`src/rtl/wb_arbiter_pkg.sv`:
```
// wb_arbiter_pkg: shared writeback widths, entry type and rd decode helper
package wb_arbiter_pkg;
  localparam int RA_W = 5;
  localparam int XLEN = 32;
  localparam logic [RA_W-1:0] REG_ZERO = 5'd0;
  typedef struct packed {
    logic [RA_W-1:0] rd;
    logic [XLEN-1:0] data;
  } wb_entry_t;
  function automatic logic [31:0] rd_decode(input logic [RA_W-1:0] rd);
    return (32'd1 << rd) & ~32'd1;
  endfunction
endpackage

```
`src/rtl/wb_fifo.sv`:
```
// wb_fifo: synchronous entry FIFO exposing per-entry valid and rd for hazard tracking
module wb_fifo import wb_arbiter_pkg::*; #(
  parameter int DEPTH = 4,
  parameter int W = RA_W + wb_arbiter_pkg::XLEN
) (
  input  logic                     clk,
  input  logic                     rstn,
  input  logic                     push,
  input  logic                     pop,
  input  logic [W-1:0]             din,
  output logic [W-1:0]             dout,
  output logic [$clog2(DEPTH):0]   count,
  output logic                     full,
  output logic                     empty,
  output logic [DEPTH-1:0]         vld,
  output logic [RA_W-1:0]          rds [DEPTH]
);
  localparam int AW = $clog2(DEPTH);
  logic [W-1:0] mem [DEPTH];
  logic [AW-1:0] rptr, wptr;
  always_ff @(posedge clk or negedge rstn)
    if (!rstn) begin
      rptr  <= '0;
      wptr  <= '0;
      count <= '0;
    end else begin
      if (push) wptr <= wptr + AW'(1);
      if (pop) rptr <= rptr + AW'(1);
      count <= count + (AW+1)'(push) - (AW+1)'(pop);
    end
  always_ff @(posedge clk)
    if (push) mem[wptr] <= din;
  assign dout  = mem[rptr];
  assign full  = count == (AW+1)'(DEPTH);
  assign empty = count == '0;
  // an entry is live when its distance from the read pointer is below count
  for (genvar i = 0; i < DEPTH; i++) begin : g_ent
    logic [AW-1:0] off;
    assign off    = AW'(i) - rptr;
    assign vld[i] = {1'b0, off} < count;
    assign rds[i] = mem[i][W-1 -: RA_W];
  end
endmodule

```
`src/rtl/wb_arbiter.sv`:
```
// wb_arbiter: merges ALU and long-latency results onto the regfile write port
// WB_ARBITER_BYPASS_EN lets port B skip an empty FIFO when port A is idle
module wb_arbiter import wb_arbiter_pkg::*; #(
  parameter int DEPTH      = 4,
  parameter int STARVE_MAX = 4,
  parameter int XLEN       = wb_arbiter_pkg::XLEN
) (
  input  logic            clk,
  input  logic            rstn,
  input  logic            a_valid,
  output logic            a_ready,
  input  logic [4:0]      a_rd,
  input  logic [XLEN-1:0] a_data,
  input  logic            b_valid,
  output logic            b_ready,
  input  logic [4:0]      b_rd,
  input  logic [XLEN-1:0] b_data,
  output logic            we3,
  output logic [4:0]      wa3,
  output logic [XLEN-1:0] wd3,
  output logic [31:0]     pending,
  output logic            fifo_full
);
  localparam int AW = $clog2(DEPTH);
  localparam int SW = $clog2(STARVE_MAX + 1);
  localparam int W  = RA_W + XLEN;
  logic [W-1:0] head;
  logic [AW:0] count;
  logic empty, push, pop, a_win, byp, win, force_drain;
  logic [DEPTH-1:0] vld;
  logic [RA_W-1:0] rds [DEPTH];
  logic [SW-1:0] starve;
  logic [RA_W-1:0] win_rd;
  logic [XLEN-1:0] win_data;
  wb_fifo #(.DEPTH(DEPTH), .W(W)) u_fifo (
    .clk(clk), .rstn(rstn), .push(push), .pop(pop), .din({b_rd, b_data}),
    .dout(head), .count(count), .full(fifo_full), .empty(empty), .vld(vld), .rds(rds)
  );
  assign force_drain = !empty && starve == SW'(STARVE_MAX);
  assign a_ready     = !force_drain;
  assign a_win       = a_valid && a_ready;
  assign pop         = !a_win && !empty;
  assign b_ready     = !fifo_full || pop;
`ifdef WB_ARBITER_BYPASS_EN
  assign byp      = empty && !a_win && b_valid;
  assign win_rd   = a_win ? a_rd : pop ? head[W-1 -: RA_W] : b_rd;
  assign win_data = a_win ? a_data : pop ? head[XLEN-1:0] : b_data;
`else
  assign byp      = 1'b0;
  assign win_rd   = a_win ? a_rd : head[W-1 -: RA_W];
  assign win_data = a_win ? a_data : head[XLEN-1:0];
`endif
  assign push = b_valid && b_ready && !byp;
  assign win  = a_win || pop || byp;
  always_ff @(posedge clk or negedge rstn)
    if (!rstn) starve <= '0;
    else if (pop || empty) starve <= '0;
    else if (a_win && starve != SW'(STARVE_MAX)) starve <= starve + SW'(1);
  // x0 results are consumed but never raise we3
  always_ff @(posedge clk or negedge rstn)
    if (!rstn) begin
      we3 <= 1'b0;
      wa3 <= '0;
      wd3 <= '0;
    end else begin
      we3 <= win && win_rd != REG_ZERO;
      if (win) begin
        wa3 <= win_rd;
        wd3 <= win_data;
      end
    end
  always_comb begin
    pending = we3 ? rd_decode(wa3) : '0;
    for (int i = 0; i < DEPTH; i++)
      if (vld[i]) pending = pending | rd_decode(rds[i]);
  end
endmodule

```
`config.mk`:
```
export PLATFORM = sky130hd
export DESIGN_NAME = wb_arbiter
export DESIGN_NICKNAME = d
export VERILOG_FILES = /design/src/rtl/wb_arbiter_pkg.sv /design/src/rtl/wb_fifo.sv /design/src/rtl/wb_arbiter.sv
export SDC_FILE = /design/constraint.sdc
export NUM_CORES = 1
export LEC_CHECK = 0
export ABC_CLOCK_PERIOD_IN_PS = 4000
export CAP_MARGIN = 20
export CORE_MARGIN = 4
export CORE_UTILIZATION = 54
export CTS_BUF_LIST = sky130_fd_sc_hd__clkbuf_8 sky130_fd_sc_hd__clkbuf_16
export DETAILED_ROUTE_END_ITERATION = 7
export PLACE_DENSITY = 0.81
export SYNTH_ARGS = -nofsm -noshare
export SYNTH_HDL_FRONTEND = slang
export SYNTH_SLANG_ARGS = --single-unit
```
`constraint.sdc`:
```
create_clock -name clk -period 4 [get_ports clk]
set_input_delay 0.8 -clock clk [delete_from_list [all_inputs] [get_ports clk]]
set_output_delay 0.8 -clock clk [all_outputs]
set_load 0.02 [all_outputs]
```
==> run summary, run 1 <==
outcome: finished, violations left
failing checks: DRC
ratio of cells with drive above 1 in the final layout: 13.51%
DRT iter0 DRCs: 681
Synth Register Bits: 196
Die ar.: 19,210 sq um
Critical Path Start Type: flip-flop
Final Cycle Share: 98.64%
P_leak: 4.299 nW
Vias/cell: 6.417
Synth top area share: 48.26%
first drt pass iteration count: 8
ys flop type: edfxtp_1
Post-layout nets: 907
Root Buffer: clkbuf_16
Post-Route WL: 26,800 um
WS Path Type: flip-flop to output port
cell with the most instances after synthesis: edfxtp_1
Initial Utilization: 55.33%
post-synth cell types: 54
synthesized area: 9209 sq um
Post-CTS Hold Buffers: 0
CORE AREA: 16,640 sq um
min Tclk post-route: 3.946 ns
area added between synthesis and finish: 26.35%
pin count of the biggest net entering global routing: 39
Skew-Pair Late Insertion Delay: 0.44 ns
Congestion Overflow GR: 0
clk sinks: 196
Max stage delay cell, worst path: clkdlybuf4s50_1
Reg2Reg Depth: 9
Top Ports: 151
CP arrival: 3.15 ns
Worst R2R Start: u_fifo.count[2]
residual DRC count: 2
Worst slew margin: 33.49%
Cells after Synth: 664
MaxCap Viol Count: 0
Vias: 6,731
GRT Total Usage: 27.94%
Most common cell on crit path: buf_4
FF-to-FF End: u_fifo.count[2]
CP endpoint kind: output port
post-DP HPWL: 19,050 um
pre-CTS setup slack: 0.3644 ns
WP data required: 3.20 ns
post-route antenna net violation count: 0
HP Class: primary input to asynchronous set/reset pin
initial antenna violation count: 0
row cnt: 47
vias in the first global route: 7,050
first-pass GRT wire length: 41,250 um
setup TNS: 0 ns
Seq/Total Area, Yosys: 61.30%
H-tree depth: 4
placed instance area: 10,900 sq um
synth top area cells: edfxtp_1 (48%), dfrtp_1 (13%), mux4_2 (6.4%), mux4_1 (3.1%), nor2_1 (2.7%)
Port Buf Inserts: 149
Power per Cell Area: 728.3 nW/um^2
Antenna Diode Count: 0
Synth area leader: edfxtp_1
setup slack after layout: 0.05439 ns
worst stage delay on the critical path: 0.54 ns
synth cell count leaders: edfxtp_1 (148), nor2_1 (67), dfrtp_1 (48), inv_1 (28), nand4_1 (28)
Pwr Total: 0.008474 W
Slew @ Worst Pin: 0.9976 ns
die height: 138.6 um
CTS tree: done
asr flop ratio synth: 24.49%
cts bufs inserted: 17
clock tree buffer depth: 2
pins over their slew limit: 0
Final setup viols: 0
Die Width: 138.6 um
f_max: 0.2534 GHz
post-synthesis net count: 755
Final Cell Area: 11,630 sq um
routed length per placed instance: 25.55 um
Worst Path Max Fanout: 7
warnings from Yosys: 0
gpl congestion: 1.007
Fillers: 1,079
crit path cell chain: clkinvlp_4 > ha_1 > a21boi_0 > o21bai_2 > buf_4 > buf_4 > nand4_1 > o211ai_1 > a221o_1 > clkdlybuf4s50_1
Post-Synthesis Mean Instance Area: 13.87 sq um
Post-synth EDFFs: 148
worst vdd ir: 0.4676 mV
CTS clk-pin slew, worst paths: 0.08 ns
Worst R2R Setup Slack: 1.16 ns
Clock Skew: 0.01877 ns
final hold vios: 0
[worst max-delay path by stage]
stage,start,to,slack [ns],cells past startpoint
floorplan,u_fifo.rptr[1],pending[18],0.75,9
global placement,u_fifo.count[1],pending[8],0.36,8
detailed placement,u_fifo.count[1],pending[8],0.36,8
CTS,u_fifo.count[1],pending[8],0.004,9
global route,u_fifo.count[1],pending[29],-0.01,10
finish,u_fifo.count[1],pending[22],0.05,10
[per-layer routing]
metal	part of all wire (%)	global-route usage, %	up-vias
li1	-	-	2932
met1	37	33.70	3308
met2	51	48.51	416
met3	7.6	5.448	75
met4	4.3	13.42	0
met5	0	0	-
[worst max-delay path, delay by kind of cell, from the launching register on]
kind / cells / cell delay [ns]
compound gates: 4 / 0.76
fa+ha+maj: 1 / 0.34
buf+inv: 4 / 1.05
flops: 1 / 0.45
simple gates: 1 / 0.10
[stage by stage]
stage	cells	hold slack (ns)	utilization, %
6_report	1049	0.2039	69.91
3_3_place_gp	1010	0.4557	65.48
4_1_cts	1043	0.2008	69.33
2_1_floorplan	664	0.4428	-
5_1_grt	1049	0.2114	69.91
3_5_place_dp	1010	0.4755	65.48
[final cells by class]
cell class	instances	area [sq um]	share of cell area (%)
clock inverters	15	183.9	1.581
repair buffers	172	1674	14.39
clock buffers	17	425.4	3.656
multi-input cells	400	3314	28.49
well taps	220	275.3	2.366
flip-flops and latches	196	5649	48.55
inverters	29	112.6	0.9678
[sequential cells by signal, indices dropped and copies added (netlist names)]
register	flops
starve	3
u_fifo.count	3
u_fifo.mem	148
u_fifo.rptr	2
u_fifo.wptr	2
wa3	5
wd3	32
we3	1
[what timing repair did]
action                     CTS  global route
gates resized for setup     12            15
buffers inserted             1             5
setup endpoints to repair   22            26
hold endpoints to repair     0             0
pin swaps                    1             2
[kinds of logic after synthesis]
group | synth area share (%)
compound gates | 10.45
xor+xnor | 0.6658
fa+ha+maj | 1.848
buf+inv | 3.356
flops | 61.30
mux | 10.20
other cells | 0.04072
simple gates | 12.13
[cells in the final DEF, fill, tap and decap left out, types with 10 or more instances in the layout]
master,instances
edfxtp_1,148
clkdlybuf4s50_1,136
nor2_1,67
dfrtp_1,45
nand4_1,28
inv_1,27
o22ai_1,26
mux4_2,26
buf_4,22
nand2_1,20
o211ai_1,18
nor2b_1,17
clkbuf_16,17
o21ai_0,14
a221o_1,13
a222oi_1,13
or3_1,12
nand2b_1,12
ha_1,12
mux4_1,11
nor3_1,10
[report_power, final]
group          switching, W  internal [W]  total [W]
Clock              0.000854      0.000849    0.00170
Sequential         0.000398       0.00274    0.00314
Combinational       0.00206       0.00157    0.00363
No activity file was read; power rests on OpenSTA's default activity.
==> run 2: changes to the inputs <==
==> constraint.sdc (replaced) <==
create_clock -name clk -period 4 [get_ports clk]
set_input_delay 0.6 -clock clk [delete_from_list [all_inputs] [get_ports clk]]
set_output_delay 0.6 -clock clk [all_outputs]
set_load 0.02 [all_outputs]
==> run 2 against run 1 <==
Effect of this change:
- the run now ends clean
- clock power about the same
- sequential power about the same
- total power decreased by 1.1%
- utilization is 0.65 points lower
- sequential cell count stayed put
- global-route usage up 0.16 points
- hold slack better by 0.067 ns
- critical path type unchanged
==> run summary, run 2 (same netlist as run 1, synthesis figures left out) <==
outcome: completed (was finished, violations left)
H-tree depth: 4 (unchanged)
Worst Path Max Fanout: 9 (was 7)
post-route antenna net violation count: 0 (unchanged)
Congestion Overflow GR: 0 (unchanged)
Vias: 6,715 (was 6,731)
Vias/cell: 6.451 (was 6.417)
Clock Skew: 0.01328 ns (was 0.01877 ns)
final hold vios: 0 (unchanged)
Skew-Pair Late Insertion Delay: 0.43 ns (was 0.44 ns)
Initial Utilization: 55.33% (unchanged)
most frequent cells in the layout: clkdlybuf4s50_1 (148), edfxtp_1 (148), nor2_1 (67) (was edfxtp_1 (148), clkdlybuf4s50_1 (136), nor2_1 (67))
row cnt: 47 (unchanged)
Post-layout nets: 899 (was 907)
post-DP HPWL: 19,250 um (was 19,050 um)
max FFs per register: 148 (unchanged)
WP data required: 3.40 ns (was 3.20 ns)
pins over their slew limit: 0 (unchanged)
Slew @ Worst Pin: 1.105 ns (was 0.9976 ns)
Post-Route WL: 26,840 um (was 26,800 um)
setup slack after layout: 0.1356 ns (was 0.05439 ns)
Die Width: 138.6 um (unchanged)
placed instance area: 10,890 sq um (was 10,900 sq um)
register area: 5648 sq um (was 5649 sq um)
gpl congestion: 0.9902 (was 1.007)
Post-CTS Hold Buffers: 0 (unchanged)
residual DRC count: 0 (was 2)
Root Buffer: clkbuf_16 (unchanged)
Final Cell Area: 11,530 sq um (was 11,630 sq um)
first-pass GRT wire length: 41,410 um (was 41,250 um)
setup TNS: 0 ns (unchanged)
cts bufs inserted: 17 (unchanged)
Power per Cell Area: 726.9 nW/um^2 (was 728.3 nW/um^2)
pre-CTS setup slack: 0.3753 ns (was 0.3644 ns)
f_max: 0.2588 GHz (was 0.2534 GHz)
crit path cell chain: xnor2_1 > inv_1 > ha_1 > a21oi_2 > o21ai_1 > o21ai_0 > or3_1 > clkdlybuf4s50_1 (was clkinvlp_4 > ha_1 > a21boi_0 > o21bai_2 > buf_4 > buf_4 > nand4_1 > o211ai_1 > a221o_1 > clkdlybuf4s50_1)
DRT iter0 DRCs: 647 (was 681)
clk sinks: 196 (unchanged)
setup bufs post-CTS: 0 (was 1)
routed length per placed instance: 25.79 um (was 25.55 um)
Final setup viols: 0 (unchanged)
pin count of the biggest net entering global routing: 49 (was 39)
worst vdd ir: 0.5213 mV (was 0.4676 mV)
largest register by flop count: u_fifo.mem (unchanged)
Antenna Diode Count: 0 (unchanged)
CP endpoint kind: output port (unchanged)
die height: 138.6 um (unchanged)
CTS tree: done (unchanged)
min Tclk post-route: 3.864 ns (was 3.946 ns)
Worst slew margin: 26.04% (was 33.49%)
Top Ports: 151 (unchanged)
CP arrival: 3.26 ns (was 3.15 ns)
vias in the first global route: 7,075 (was 7,050)
initial antenna violation count: 0 (unchanged)
ratio of cells with drive above 1 in the final layout: 11.94% (was 13.51%)
worst stage delay on the critical path: 0.58 ns (was 0.54 ns)
area of the multi-input gates: 3278 sq um (was 3314 sq um)
clock tree buffer depth: 2 (unchanged)
Port Buf Inserts: 149 (unchanged)
CORE AREA: 16,640 sq um (unchanged)
WS Path Type: flip-flop to output port (unchanged)
Final Cycle Share: 96.61% (was 98.64%)
Max stage delay cell, worst path: clkdlybuf4s50_1 (unchanged)
Die ar.: 19,210 sq um (unchanged)
GRT Total Usage: 28.11% (was 27.94%)
Fillers: 1,078 (was 1,079)
Worst R2R Setup Slack: 1.03 ns (was 1.16 ns)
first drt pass iteration count: 7 (was 8)
MaxCap Viol Count: 0 (unchanged)
Critical Path Start Type: flip-flop (unchanged)
Regs by FF count: u_fifo.mem x148, wd3 x32, wa3 x5 (unchanged)
HP Class: primary input to asynchronous set/reset pin (unchanged)
CTS clk-pin slew, worst paths: 0.08 ns (about the same)
area added between synthesis and finish: 25.18% (was 26.35%)
P_leak: 4.130 nW (was 4.299 nW)
RSZ-0062 raised after global routing: true
Pwr Total: 0.008379 W (was 0.008474 W)
## run 2: routing by layer
layer,part of all wire [%],up-vias,GRT usage (%)
met3,7.3,89,6.034
met4,4.5,0,13.52
met2,51,368,48.02
li1,-,2925,-
met1,37,3333,34.22
met5,0,-,0
## run 2: through the flow
step	util, %	hold WS [ns]	cells
2_1_floorplan	-	0.3044	664
3_3_place_gp	65.44	0.4520	1009
3_5_place_dp	65.44	0.4752	1009
4_1_cts	69.13	0.2826	1041
5_1_grt	69.27	0.3185	1041
6_report	69.27	0.2708	1041
## run 2: worst paths after layout
path | cells after the start | startpoint | end
setup reg to reg | 9 | u_fifo.count[2] | u_fifo.count[2]
max in group asynchronous | 2 | rstn | u_fifo.rptr[0]
hold / removal | 2 | rstn | wa3[4]
setup / recovery | 8 | u_fifo.rptr[0] | pending[12]
min in group clk | 1 | starve[0] | starve[0]
hold reg to reg | 1 | starve[0] | starve[0]
## run 2: report_power, final
part	total (W)	internal, W	leakage, nW	switching (W)
logic	0.00352	0.00151	1.92	0.00200
clock network	0.00171	0.000872	0.299	0.000840
registers	0.00315	0.00274	1.91	0.000408
total	0.00838	0.00513	4.13	0.00325
## run 2: final cells by class
| type | instances | area share (%) |
|---|---|---|
| sequential | 196 | 49.00 |
| multi-input combinational | 400 | 28.44 |
| timing repair buffer | 164 | 13.90 |
| clock buffer | 18 | 3.810 |
| tap | 220 | 2.388 |
| clock inverter | 14 | 1.520 |
| inverter | 29 | 0.9443 |
## run 2: worst max-delay path: cells and delay by family (launching register included)
family                     cells  cell delay (ns)
xor gates and xnor gates       1             0.24
and+or+nand+nor                1             0.43
adders and majority gates      1             0.29
buffers and inverters          2             0.64
AOI/OAI and AO/OA              3             0.73
DFF                            1             0.50
## run 2: timing repair
action | in CTS | in global routing
pin swaps | 0 | 0
gates resized for setup | 1 | 6
endpoints found under the setup margin | 4 | 14
